--- src/rtl/ps2_pkg.sv ---
`default_nettype none
// ============================================================================
// Module      : ps2_pkg
// Description : Shared PS/2 host transmitter types and keyboard command bytes.
// Revision    : 1.0 - initial release
// ============================================================================
package ps2_pkg;

    typedef enum logic [2:0] {
        IDLE      = 3'd0,
        INHIBIT   = 3'd1,
        REQ       = 3'd2,
        DATA      = 3'd3,
        ACK       = 3'd4,
        WAIT_IDLE = 3'd5
    } ps2_tx_state_e;

    localparam logic [7:0] PS2_CMD_SET_LED = 8'hED;
    localparam logic [7:0] PS2_CMD_RESET   = 8'hFF;
    localparam logic [7:0] PS2_CMD_ECHO    = 8'hEE;
    localparam logic [7:0] PS2_ACK_BYTE    = 8'hFA;

    // Parity bit that makes the count of ones over data+parity odd.
    function automatic logic odd_parity(input logic [7:0] d);
        return ~^d;
    endfunction

endpackage
`default_nettype wire

--- src/rtl/ps2_line_sync.sv ---
`default_nettype none
// ============================================================================
// Module      : ps2_line_sync
// Description : 2-FF synchronizers for the PS/2 lines, ps2_clk glitch filter
//               and falling-edge strobe.
// Revision    : 1.0 - initial release
// ============================================================================
module ps2_line_sync #(
    parameter int FILTER_LEN = 4
) (
    input  logic clk,
    input  logic rst,
    input  logic ps2_clk,
    input  logic ps2_dat,
    output logic clk_filt,
    output logic dat_sync,
    output logic fall
);

    localparam int CNT_W = (FILTER_LEN > 1) ? $clog2(FILTER_LEN) : 1;
    localparam logic [CNT_W-1:0] CNT_LAST = CNT_W'(FILTER_LEN - 1);

    logic [1:0]       r_clk_ff;
    logic [1:0]       r_dat_ff;
    logic [CNT_W-1:0] r_cnt;
    logic             r_filt;
    logic             r_fall;

    logic w_clk_s;
    logic w_differs;
    logic w_accept;

    assign w_clk_s   = r_clk_ff[1];
    assign w_differs = (w_clk_s != r_filt);
    // A new level is taken only after FILTER_LEN consecutive differing samples.
    assign w_accept  = w_differs && (r_cnt == CNT_LAST);

    always_ff @(posedge clk) begin
        if (rst) begin
            r_clk_ff <= 2'b11;
            r_dat_ff <= 2'b11;
            r_cnt    <= '0;
            r_filt   <= 1'b1;
            r_fall   <= 1'b0;
        end else begin
            r_clk_ff <= {r_clk_ff[0], ps2_clk};
            r_dat_ff <= {r_dat_ff[0], ps2_dat};
            r_fall   <= w_accept && !w_clk_s;
            if (w_accept) begin
                r_filt <= w_clk_s;
                r_cnt  <= '0;
            end else if (w_differs) begin
                r_cnt  <= r_cnt + CNT_W'(1);
            end else begin
                r_cnt  <= '0;
            end
        end
    end

    assign clk_filt = r_filt;
    assign dat_sync = r_dat_ff[1];
    assign fall     = r_fall;

endmodule
`default_nettype wire

--- src/rtl/ps2_host_tx.sv ---
`default_nettype none
// ============================================================================
// Module      : ps2_host_tx
// Description : PS/2 host-to-device command transmitter (request-to-send,
//               start, 8 data, odd parity, stop, device ACK) with timeout.
// Revision    : 1.0 - initial release
// ============================================================================
module ps2_host_tx
    import ps2_pkg::*;
#(
    parameter int INHIBIT_CYCLES = 6000,
    parameter int TIMEOUT_CYCLES = 750000,
    parameter int FILTER_LEN     = 4
) (
    input  logic       clk,
    input  logic       rst,
    input  logic       ps2_clk,
    input  logic       ps2_dat,
    input  logic [7:0] data,
    input  logic       send,
    output logic       ps2_clk_oe,
    output logic       ps2_dat_oe,
    output logic       busy,
    output logic       done,
    output logic       err
);

    localparam int INH_W = $clog2(INHIBIT_CYCLES + 1);
    localparam int TO_W  = $clog2(TIMEOUT_CYCLES + 1);
    localparam logic [INH_W-1:0] INH_LAST = INH_W'(INHIBIT_CYCLES - 1);
    localparam logic [INH_W-1:0] INH_MAX  = INH_W'(INHIBIT_CYCLES);
    localparam logic [TO_W-1:0]  TO_MAX   = TO_W'(TIMEOUT_CYCLES);

    logic w_clk_filt;
    logic w_dat_sync;
    logic w_fall;

    ps2_line_sync #(
        .FILTER_LEN (FILTER_LEN)
    ) u_sync (
        .clk      (clk),
        .rst      (rst),
        .ps2_clk  (ps2_clk),
        .ps2_dat  (ps2_dat),
        .clk_filt (w_clk_filt),
        .dat_sync (w_dat_sync),
        .fall     (w_fall)
    );

    ps2_tx_state_e    r_state,   w_state_nxt;
    logic [9:0]       r_shift,   w_shift_nxt;
    logic [3:0]       r_bit_idx, w_bit_idx_nxt;
    logic [INH_W-1:0] r_inh_cnt, w_inh_cnt_nxt;
    logic [TO_W-1:0]  r_to_cnt,  w_to_cnt_nxt;
    logic             r_clk_oe,  w_clk_oe_nxt;
    logic             r_dat_oe,  w_dat_oe_nxt;
    logic             r_done,    w_done_nxt;
    logic             r_err,     w_err_nxt;

    logic            w_timed;
    logic [TO_W-1:0] w_to_inc;
    logic            w_timeout;

    assign w_timed   = (r_state == REQ) || (r_state == DATA) ||
                       (r_state == ACK) || (r_state == WAIT_IDLE);
    assign w_to_inc  = r_to_cnt + TO_W'(1);
    assign w_timeout = w_timed && (w_to_inc == TO_MAX);

    always_ff @(posedge clk) begin
        if (rst) begin
            r_state   <= IDLE;
            r_shift   <= '0;
            r_bit_idx <= '0;
            r_inh_cnt <= '0;
            r_to_cnt  <= '0;
            r_clk_oe  <= 1'b0;
            r_dat_oe  <= 1'b0;
            r_done    <= 1'b0;
            r_err     <= 1'b0;
        end else begin
            r_state   <= w_state_nxt;
            r_shift   <= w_shift_nxt;
            r_bit_idx <= w_bit_idx_nxt;
            r_inh_cnt <= w_inh_cnt_nxt;
            r_to_cnt  <= w_to_cnt_nxt;
            r_clk_oe  <= w_clk_oe_nxt;
            r_dat_oe  <= w_dat_oe_nxt;
            r_done    <= w_done_nxt;
            r_err     <= w_err_nxt;
        end
    end

    always_comb begin
        w_state_nxt   = r_state;
        w_shift_nxt   = r_shift;
        w_bit_idx_nxt = r_bit_idx;
        w_inh_cnt_nxt = r_inh_cnt;
        w_to_cnt_nxt  = w_timed ? w_to_inc : r_to_cnt;
        w_clk_oe_nxt  = r_clk_oe;
        w_dat_oe_nxt  = r_dat_oe;
        w_done_nxt    = 1'b0;
        w_err_nxt     = 1'b0;

        case (r_state)
            IDLE: begin
                w_clk_oe_nxt = 1'b0;
                w_dat_oe_nxt = 1'b0;
                // The cycle carrying done/err is already IDLE but must not start a frame.
                if (send && !r_done && !r_err) begin
                    w_state_nxt   = INHIBIT;
                    w_shift_nxt   = {1'b1, odd_parity(data), data};
                    w_bit_idx_nxt = '0;
                    w_inh_cnt_nxt = '0;
                    w_to_cnt_nxt  = '0;
                    w_clk_oe_nxt  = 1'b1;
                end
            end
            INHIBIT: begin
                w_clk_oe_nxt = 1'b1;
                if (r_inh_cnt != INH_MAX) begin
                    w_inh_cnt_nxt = r_inh_cnt + INH_W'(1);
                end
                if (r_inh_cnt == INH_LAST) begin
                    w_dat_oe_nxt  = 1'b1;
                    w_state_nxt   = REQ;
                    w_bit_idx_nxt = '0;
                    w_to_cnt_nxt  = '0;
                end
            end
            REQ, DATA: begin
                w_clk_oe_nxt = 1'b0;
                if (w_fall) begin
                    w_dat_oe_nxt  = ~r_shift[0];
                    w_shift_nxt   = {1'b0, r_shift[9:1]};
                    w_bit_idx_nxt = r_bit_idx + 4'd1;
                    w_state_nxt   = (r_bit_idx == 4'd9) ? ACK : DATA;
                end
            end
            ACK: begin
                w_clk_oe_nxt = 1'b0;
                w_dat_oe_nxt = 1'b0;
                if (w_fall) begin
                    w_bit_idx_nxt = r_bit_idx + 4'd1;
                    if (!w_dat_sync) begin
                        w_state_nxt = WAIT_IDLE;
                    end else begin
                        w_err_nxt   = 1'b1;
                        w_state_nxt = IDLE;
                    end
                end
            end
            WAIT_IDLE: begin
                w_clk_oe_nxt = 1'b0;
                w_dat_oe_nxt = 1'b0;
                if (w_clk_filt && w_dat_sync) begin
                    w_done_nxt  = 1'b1;
                    w_state_nxt = IDLE;
                end
            end
            default: begin
                w_state_nxt  = IDLE;
                w_clk_oe_nxt = 1'b0;
                w_dat_oe_nxt = 1'b0;
            end
        endcase

        // Timeout wins over any completion in the same cycle.
        if (w_timeout) begin
            w_state_nxt  = IDLE;
            w_clk_oe_nxt = 1'b0;
            w_dat_oe_nxt = 1'b0;
            w_done_nxt   = 1'b0;
            w_err_nxt    = 1'b1;
        end
    end

    assign ps2_clk_oe = r_clk_oe;
    assign ps2_dat_oe = r_dat_oe;
    assign busy       = (r_state != IDLE);
    assign done       = r_done;
    assign err        = r_err;

endmodule
`default_nettype wire

--- config.mk ---
export PLATFORM = sky130hd
export DESIGN_NAME = ps2_host_tx
export DESIGN_NICKNAME = d
export VERILOG_FILES = /design/src/rtl/ps2_pkg.sv /design/src/rtl/ps2_line_sync.sv /design/src/rtl/ps2_host_tx.sv
export SDC_FILE = /design/constraint.sdc
export NUM_CORES = 1
export LEC_CHECK = 0
export CORE_ASPECT_RATIO = 2
export CORE_MARGIN = 4
export CORE_UTILIZATION = 58
export DETAILED_ROUTE_END_ITERATION = 10
export HOLD_SLACK_MARGIN = 0.1
export PLACE_DENSITY = 0.76
export SLEW_MARGIN = 5
export SYNTH_ARGS = -nofsm -noshare
export SYNTH_HDL_FRONTEND = slang
export SYNTH_SLANG_ARGS = --single-unit
--- constraint.sdc ---
create_clock -name clk -period 3.37 [get_ports clk]
set_clock_uncertainty 0.2 [all_clocks]
set_input_delay 0.8425 -clock clk [delete_from_list [all_inputs] [get_ports clk]]
set_output_delay 0.8425 -clock clk [all_outputs]
set_load 0.01 [all_outputs]
* After elaboration in Yosys (flattened, before gate mapping)
Index checks and enable logic that the tools add are counted.
** Word-level totals
- Bits in writable memories :: 0
- Word-level logic and storage cells :: 99
- Memory bits (read-only) :: 0
- Bits of input ports :: 13
- Bits in latches :: 0
- Memories :: 0
- Register bits after elaboration :: 62
- Output and inout bits :: 5
** Operators by class
- Equality and inequality tests :: 18
- Bitwise logic cells :: 3
- Shift operators :: 0
- Mux-type cells :: 32
- $mul :: 0
- Reduce and logical (&&, ||, !) cells :: 28
- Div/mod/pow operators :: 0
- Add/sub/neg operators :: 4
- Order comparisons :: 0
** Operator list (count)
- 2-to-1 mux 20 bit :: 3
- one-hot mux 20 bit (2 select lines) :: 1
- 2-to-1 mux 13 bit :: 2
- one-hot mux 13 bit (2 select lines) :: 1
- 2-to-1 mux 3 bit :: 7
- adder 20 x 1 -> 20 bit (second input constant) :: 1
- == test 20 bit (second input constant) :: 1
- 2-to-1 mux 10 bit :: 2
- one-hot mux 10 bit (2 select lines) :: 1
- one-hot mux 3 bit (5 select lines) :: 1
- adder 13 x 1 -> 13 bit (second input constant) :: 1
- == test 13 bit (second input constant) :: 1
- inequality test 13 bit (second input constant) :: 1
- 2-to-1 mux 4 bit :: 3
- one-hot mux 4 bit (3 select lines) :: 1
- OR reduction 3 bit :: 3
- 2-to-1 mux 1 bit :: 8
- inequality test 2 x 1 -> 1 bit (second input constant) :: 4
- XNOR reduction 8 bit :: 1
- == test 3 x 2 -> 1 bit (second input constant) :: 2
- == test 3 bit (second input constant) :: 2
- logical AND 1 bit :: 6
- inequality test 2 bit (second input constant) :: 3
- AND reduction 3 bit :: 2
- 17 further kinds :: 27

* Logic depth before layout (Yosys ltp)
Gate-level depths: netlist (run 1).
- Word-level depth :: 7
- Depth in mapped cells :: 8
- Gate-level depth less buffers :: 8

* Cells and area by module
From an unflattened synthesis (run 1), not the netlist that was laid out.
** Second synthesis, totals
- Cell total of the unflattened synthesis :: 369
- Area total of the unflattened synthesis :: 3179.3 um^2
** By module, submodules not included
- ps2_host_tx :: times used 1, seq. area each 1081.0 um^2, cells an instance 350, area each 2924.1 um^2
- ps2_line_sync :: times used 1, seq. area each 160.2 um^2, cells an instance 19, area each 255.2 um^2

* Worst setup path after synthesis (run 1)
OpenSTA, ideal clock, no wires.
- Kind :: reg-to-reg
- From :: reg r_to_cnt[0]
- To :: reg r_done, in the netlist done
- Setup slack :: 0.994 ns
- Arrival :: 2.042 ns
- Library setup time :: 0.134 ns
- Cell stages (with the launch flop) :: 8
- Period minus slack after synthesis :: 2.376 ns
- Buffers on the path :: 0
- Required time :: 3.036 ns
- Cell sequence :: dfxtp_1 ha_1 nand2_1 or3_2 a21oi_1 o211ai_1 nor4_4 nor3_1
** On the way
- Word-level cells in the longest chain between the ends :: 4
** RTL lines
- start: declaration :: line ps2_host_tx.sv:54 : logic [TO_W-1:0] r_to_cnt, w_to_cnt_nxt;
- start signal: assignment :: line ps2_host_tx.sv:85 : r_to_cnt <= w_to_cnt_nxt;
- adder 20 x 1 -> 20 bit :: line ps2_host_tx.sv:66 : assign w_to_inc = r_to_cnt + TO_W'(1);
- == test 20 bit :: line ps2_host_tx.sv:67 : assign w_timeout = w_timed && (w_to_inc == TO_MAX);
- logical AND 1 bit :: line ps2_host_tx.sv:67
- OR reduction 3 bit (no line)
- end signal: assignment :: line ps2_host_tx.sv:88 : r_done <= w_done_nxt;
- end: declaration :: line ps2_host_tx.sv:57 : logic r_done, w_done_nxt;
No other way between the ends.
A chain may end at the register's enable or synchronous reset.

* Worst setup path after layout (run 1)
Same ends and word-level chain as after synthesis.

==> impl_metrics.csv, run 1 <==
group,metric,value,unit
layout,drive_above_1_share,0.1266,
layout,nNetsFinal,418,
placed_design,numPortBuffers,17,
power,leakage,1.333,nW
power,power.density,583.9,nW/um^2
timing,setup_viol,0,
power,ir_worst_vdd,0.4862,mV
global_routing,grt_util_met3,0.03950,
timing,fin_tns_setup,0,ns
worst_setup_path,worst-path-max-fanout,10,
yosys,syn_area,3301,sq um
timing,hold_violations,0,
clock_network,cts_sinks,62,
drt,firstDrtPassIters,4,
clock_network,postCtsSetupRepairBufs,0,
placed_design,placedCellCount,447,
global_routing,grt_max_degree,25,
clock_network,cts_hold_buf,0,
floorplan,fp.dieW,61.34,um
yosys,synth_common_cells,"dfxtp_1 (62), nor2_1 (62), nand2_1 (40)",
global_routing,grt_pass1_wl,11.43,mm
run_status,status,"completed",
job,max_cap_violations,0,
yosys,synth_top_area_frac,0.3760,
drt,drc,0,
layout,syn_to_final_growth,11.90,%
layout,final_cells,463,
floorplan,core_area,5468,sq um
clock_network,cts_tree,"done",
drt,wire_per_inst,14.94,um
floorplan,die_y,114.7,um
power,total_power,2.157,mW
global_routing,grtUsageMet1,0.2133,
placed_design,place.detailed.hpwl,5.121,mm
clock_network,path_clk_slew,0.06,ns
floorplan,dieArea,7035,sq um
yosys,synth_flop_cell,"dfxtp_1",
drt,vias_per_cell,5.907,
clock_network,cts_max_path_buffers,2,
worst_setup_path,cp.required,3.37,ns
timing,rsz0062_at_grt,"no",
yosys,yosysWarningCount,0,
timing,relSlewSlack,0.6501,
worst_setup_path,critPathLaunchType,"flop",
yosys,synth_area_leaders,"dfxtp_1 (38%), nor2_1 (7.1%), xor2_1 (6.1%), xnor2_1 (5.8%), nand2_1 (4.5%)",
global_routing,grt_usage,0.2167,
worst_setup_path,crit_arrival,2.86,ns
placed_design,gp_congestion,0.9140,
yosys,syn_nets,403,
yosys,ys_seq_elements,62,
yosys,yosysUniqueCellTypes,69,
yosys,synth_seq_area_share,0.3760,
drt,vias,2735,
clock_network,cts_resized,0,
global_routing,grt_most_used_layer,"met2",
clock_network,clk_latency,0.34,ns
layout,diodes,0,
clock_network,htree_levels,3,
layout,fillCellCount,450,
clock_network,cts_buffers,9,
yosys,yosys.area.top_type,"dfxtp_1",
timing,finalCritPeriodShare,0.8467,
yosys,synth_edf_count,0,
worst_hold_path,hold_depth,1,
timing,worst_pin_slew,0.5229,ns
global_routing,use_met2,0.3904,
global_routing,antenna_found_initial,0,
floorplan,initial_core_util,0.6037,
drt,routed_wl,6.919,mm
floorplan,io_pins,18,
worst_hold_path,hold_class,"flop to flop",
yosys,postSynth.asyncResetShare,0,
drt,drt_iter0_drc,129,
floorplan,rows,38,
global_routing,grt_pass1_vias,2676,
clock_network,cts_root_buffer,"clkbuf_8",
drt,ant_nets,0,
yosys,avgSynthCellArea,8.618,sq um
layout,fin_util,0.6755,
timing,fmax,0.3504,GHz
global_routing,grt_overflow,0,
timing,period_needed,2.853,ns
worst_setup_path,worst-r2r-cell-count,7,
yosys,syn_inst,383,
timing,maxSlewViolCount,0,
worst_setup_path,critPathKind,"flop to flop",
worst_setup_path,cp-end-kind,"flop",
worst max-delay path, stage by stage, from the launching register on:
cell      delay (ns)
dfxtp_1         0.50
ha_1            0.35
nand2_1         0.22
or3_2           0.45
a21oi_1         0.14
o211ai_1        0.21
nor4_4          0.53
nor3_1          0.12
per-layer routing:
metal  share of wire  routed length (um)
met5               0                   0
met4           0.037                 259
met3           0.031                 217
met2            0.56                3849
met1            0.37                2593
cell usage in the layout, fill, tap and decap left out, types with 2 or more instances in the layout:
cell type / count
a21oi_1: 10
a311oi_1: 10
or2_2: 8
clkdlybuf4s50_1: 17
ha_1: 7
nor4_4: 2
xnor2_1: 22
xor2_1: 23
nor3_1: 8
o31ai_1: 2
nand4b_1: 3
nand2_1: 40
nor4_1: 2
nor2b_1: 4
nor3b_1: 2
clkbuf_1: 2
buf_4: 6
nand3b_1: 2
nor4bb_1: 2
and3_1: 5
inv_1: 8
or3_1: 6
nand4_1: 9
or3_2: 2
dfxtp_1: 62
nor2_1: 62
clkbuf_8: 10
o21ai_0: 7
clkinv_2: 2
o211ai_1: 2
bufinv_16: 2
nand2b_1: 2
nand3_1: 16
cells by family (layout without fill, tap and decap cells):
family	after synthesis	after routing	share of synthesized area
flip-flops	62	62	0.3760
AND/OR/NAND/NOR	197	197	0.3332
adder cells (fa/ha/maj)	7	7	0.02653
AO/OA/AOI/OAI	45	45	0.1016
XOR/XNOR	45	45	0.1194
buffers and inverters	27	47	0.04322
through the flow:
step	worst slack [ns]	area, sq um	hold WS (ns)
6_report	0.5165	3694	0.2209
5_1_grt	0.3138	3694	0.2404
3_5_place_dp	0.3621	3478	0.2075
2_1_floorplan	0.9940	3301	0.1895
4_1_cts	0.5167	3694	0.2224
3_3_place_gp	0.4231	3478	0.1913
path summary, 6_finish.rpt:
check / start / endpoint / slack [ns]
hold reg to reg: u_sync.r_clk_ff[0] / u_sync.r_clk_ff[1] / 0.22
setup reg to reg: r_to_cnt[0] / done / 0.52
setup / recovery: r_to_cnt[0] / done / 0.52
hold / removal: u_sync.r_clk_ff[0] / u_sync.r_clk_ff[1] / 0.22
power by group:
| group | total [mW] | internal [mW] | switching, mW |
|---|---|---|---|
| logic | 0.567 | 0.252 | 0.315 |
| clock network | 0.704 | 0.434 | 0.270 |
| registers | 0.886 | 0.809 | 0.0766 |
| total | 2.16 | 1.50 | 0.661 |
sequential cells by signal (all words and copies together), names as in the netlist:
register	flops
u_sync.r_cnt	2
r_to_cnt	20
u_sync.r_dat_ff	2
err	1
u_sync.r_clk_ff	2
r_state	3
ps2_clk_oe	1
r_shift	10
ps2_dat_oe	1
u_sync.fall	1
u_sync.clk_filt	1
r_inh_cnt	13
r_bit_idx	4
done	1
final cells by class:
cell class	instances	area, sq um	area share
multi-input combinational	294	1917	0.5190
inverter	8	30.03	0.008130
clock inverter	4	70.07	0.01897
clock buffer	12	145.1	0.03930
tap	60	75.07	0.02033
sequential	62	1241	0.3360
timing repair buffer	23	215.2	0.05827
Power figures use the tool's default switching activity.
==> run 2, diff against run 1 <==
- clock period: 3.37 -> 2.9 ns (I/O delays scaled with it)
==> run 2 against run 1 <==
Effect of this change: setup slack got worse by 0.26 ns; via count increased by 0.11%; largest cell class unchanged; design area increased by 0.95%; cell count increased by 1.3%; highest routed layer unchanged; die area unchanged; critical path depth decreased by 1; count of clock-buffer cells in the layout increased by 4; routed wire length increased by 0.62%; flip-flop and latch count unchanged; register-to-register slack got worse by 0.26 ns.
==> impl_metrics.csv, run 2 (synthesized netlist as in run 1, its figures left out) <==
group,metric,value,unit
run_status,status,"completed",
worst_hold_path,hold_depth,1,
layout,syn_to_final_growth,12.96,%
global_routing,grt_overflow,0,
power,intPower,1.649,mW
floorplan,initial_core_util,0.6037,
worst_hold_path,hold_class,"flop to flop",
drt,routed_wl,6.962,mm
clock_network,htree_levels,3,
timing,period_needed,2.641,ns
timing,maxSlewViolCount,0,
drt,vias,2738,
layout,fillCellCount,446,
worst_setup_path,critPathKind,"flop to flop",
clock_network,cts_buffers,9,
power,p_comb_frac,0.291,
worst_setup_path,worst-path-max-fanout,8,
job,max_cap_violations,0,
drt,ant_nets,0,
layout,fin_area,3729,sq um
global_routing,grt_pass1_vias,2726,
worst_setup_path,cp-end-kind,"flop",
timing,hold_violations,0,
timing,relSlewSlack,0.6526,
timing,worst_pin_slew,0.5176,ns
drt,drc,0,
clock_network,cts_hold_buf,0,
global_routing,grt_max_degree,29,
placed_design,numPortBuffers,17,
power,power.density,649.4,nW/um^2
timing,finalCritPeriodShare,0.9106,
clock_network,cts_sinks,62,
global_routing,grt_pass1_wl,11.90,mm
layout,nNetsFinal,424,
timing,fin_tns_setup,0,ns
layout,regMostFlops,"r_to_cnt",
power,swShare,0.3189,
floorplan,die_y,114.7,um
clock_network,clk_latency,0.34,ns
timing,setup_viol,0,
worst_setup_path,critPathLaunchType,"flop",
timing,hold_ws,0.2093,ns
power,ir_worst_vdd,0.5925,mV
layout,drive_above_1_share,0.1345,
timing,rsz0062_at_grt,"no",
power,p_seq_frac,0.422,
layout,diodes,0,
clock_network,path_clk_slew,0.06,ns
power,p_sw,772.3,uW
drt,drt_iter0_drc,149,
power,leakage,1.353,nW
clock_network,cts_max_path_buffers,2,
worst_setup_path,crit_arrival,2.64,ns
placed_design,gp_congestion,0.9272,
worst_setup_path,cp.required,2.90,ns
floorplan,rows,38,
layout,largest_reg_flops,20,
worst_setup_path,worst-r2r-cell-count,6,
global_routing,grt_usage,0.2249,
drt,wire_per_inst,14.84,um
timing,fmax,0.3787,GHz
clock_network,postCtsSetupRepairBufs,0,
power,power_frac_clock,0.287,
layout,final_cell_mix,"nor2_1 (62), dfxtp_1 (62), nand2_1 (40), xor2_1 (23), xnor2_1 (22)",
floorplan,dieArea,7035,sq um
floorplan,fp.dieW,61.34,um
drt,firstDrtPassIters,5,
layout,top_regs,"r_to_cnt x20, r_inh_cnt x13, r_shift x10",
clock_network,cts_resized,0,
placed_design,placed_area,3548,sq um
clock_network,cts_root_buffer,"clkbuf_8",
placed_design,place.detailed.hpwl,5.192,mm
floorplan,core_area,5468,sq um
global_routing,antenna_found_initial,0,
floorplan,io_pins,18,
clock_network,cts_tree,"done",
drt,vias_per_cell,5.838,
-- run 2: cell type report --
class                   count  area [sq um]  area share
clock buffers              16         180.2     0.04832
well taps                  60         75.07     0.02013
inverters                   8         30.03    0.008054
repair buffers             29         285.3     0.07651
flip-flops and latches     62          1241      0.3329
multi-input cells         294          1917      0.5141
-- run 2: routing by layer --
metal	wire, um	up-vias	part of all wire	global-route usage
met1	2641	1289	0.38	0.2255
met4	319	0	0.046	0.1374
met5	0	-	0	0
li1	-	1371	-	-
met3	198	22	0.028	0.05643
met2	3803	56	0.55	0.3925
-- run 2: path summary, 6_finish.rpt --
path | startpoint | to | slack, ns
min reg2reg | u_sync.r_clk_ff[0] | u_sync.r_clk_ff[1] | 0.21
min | u_sync.r_clk_ff[0] | u_sync.r_clk_ff[1] | 0.21
max | r_to_cnt[0] | ps2_dat_oe | 0.26
max reg2reg | r_to_cnt[0] | ps2_dat_oe | 0.26
-- run 2: worst max-delay path, stage by stage (launching register included) --
cell and delay [ns]:
dfxtp_1 0.31, ha_1 0.28, or4b_2 0.69, o21ai_0 0.15
o211ai_1 0.25, nor4_4 0.51, a2111oi_2 0.11
-- run 2: per-stage QoR --
stage	cells	utilization	setup slack (ns)	power [mW]
after global routing	469	0.6819	0.1493	2.578
after floorplan	383	-	0.5240	1.518
final	469	0.6819	0.2594	2.421
after CTS	469	0.6819	0.2642	2.443
after global placement	453	0.6490	0.07156	1.732
after detailed placement	453	0.6490	0.03077	1.749
-- run 2: power groups by stage --
stage	registers [mW]	logic (mW)	clock network, mW
3_5_place_dp	1.04	0.709	0
3_3_place_gp	1.04	0.694	0
2_1_floorplan	1.01	0.506	0
6_report	1.02	0.705	0.695
5_1_grt	1.03	0.786	0.757
4_1_cts	1.02	0.713	0.708
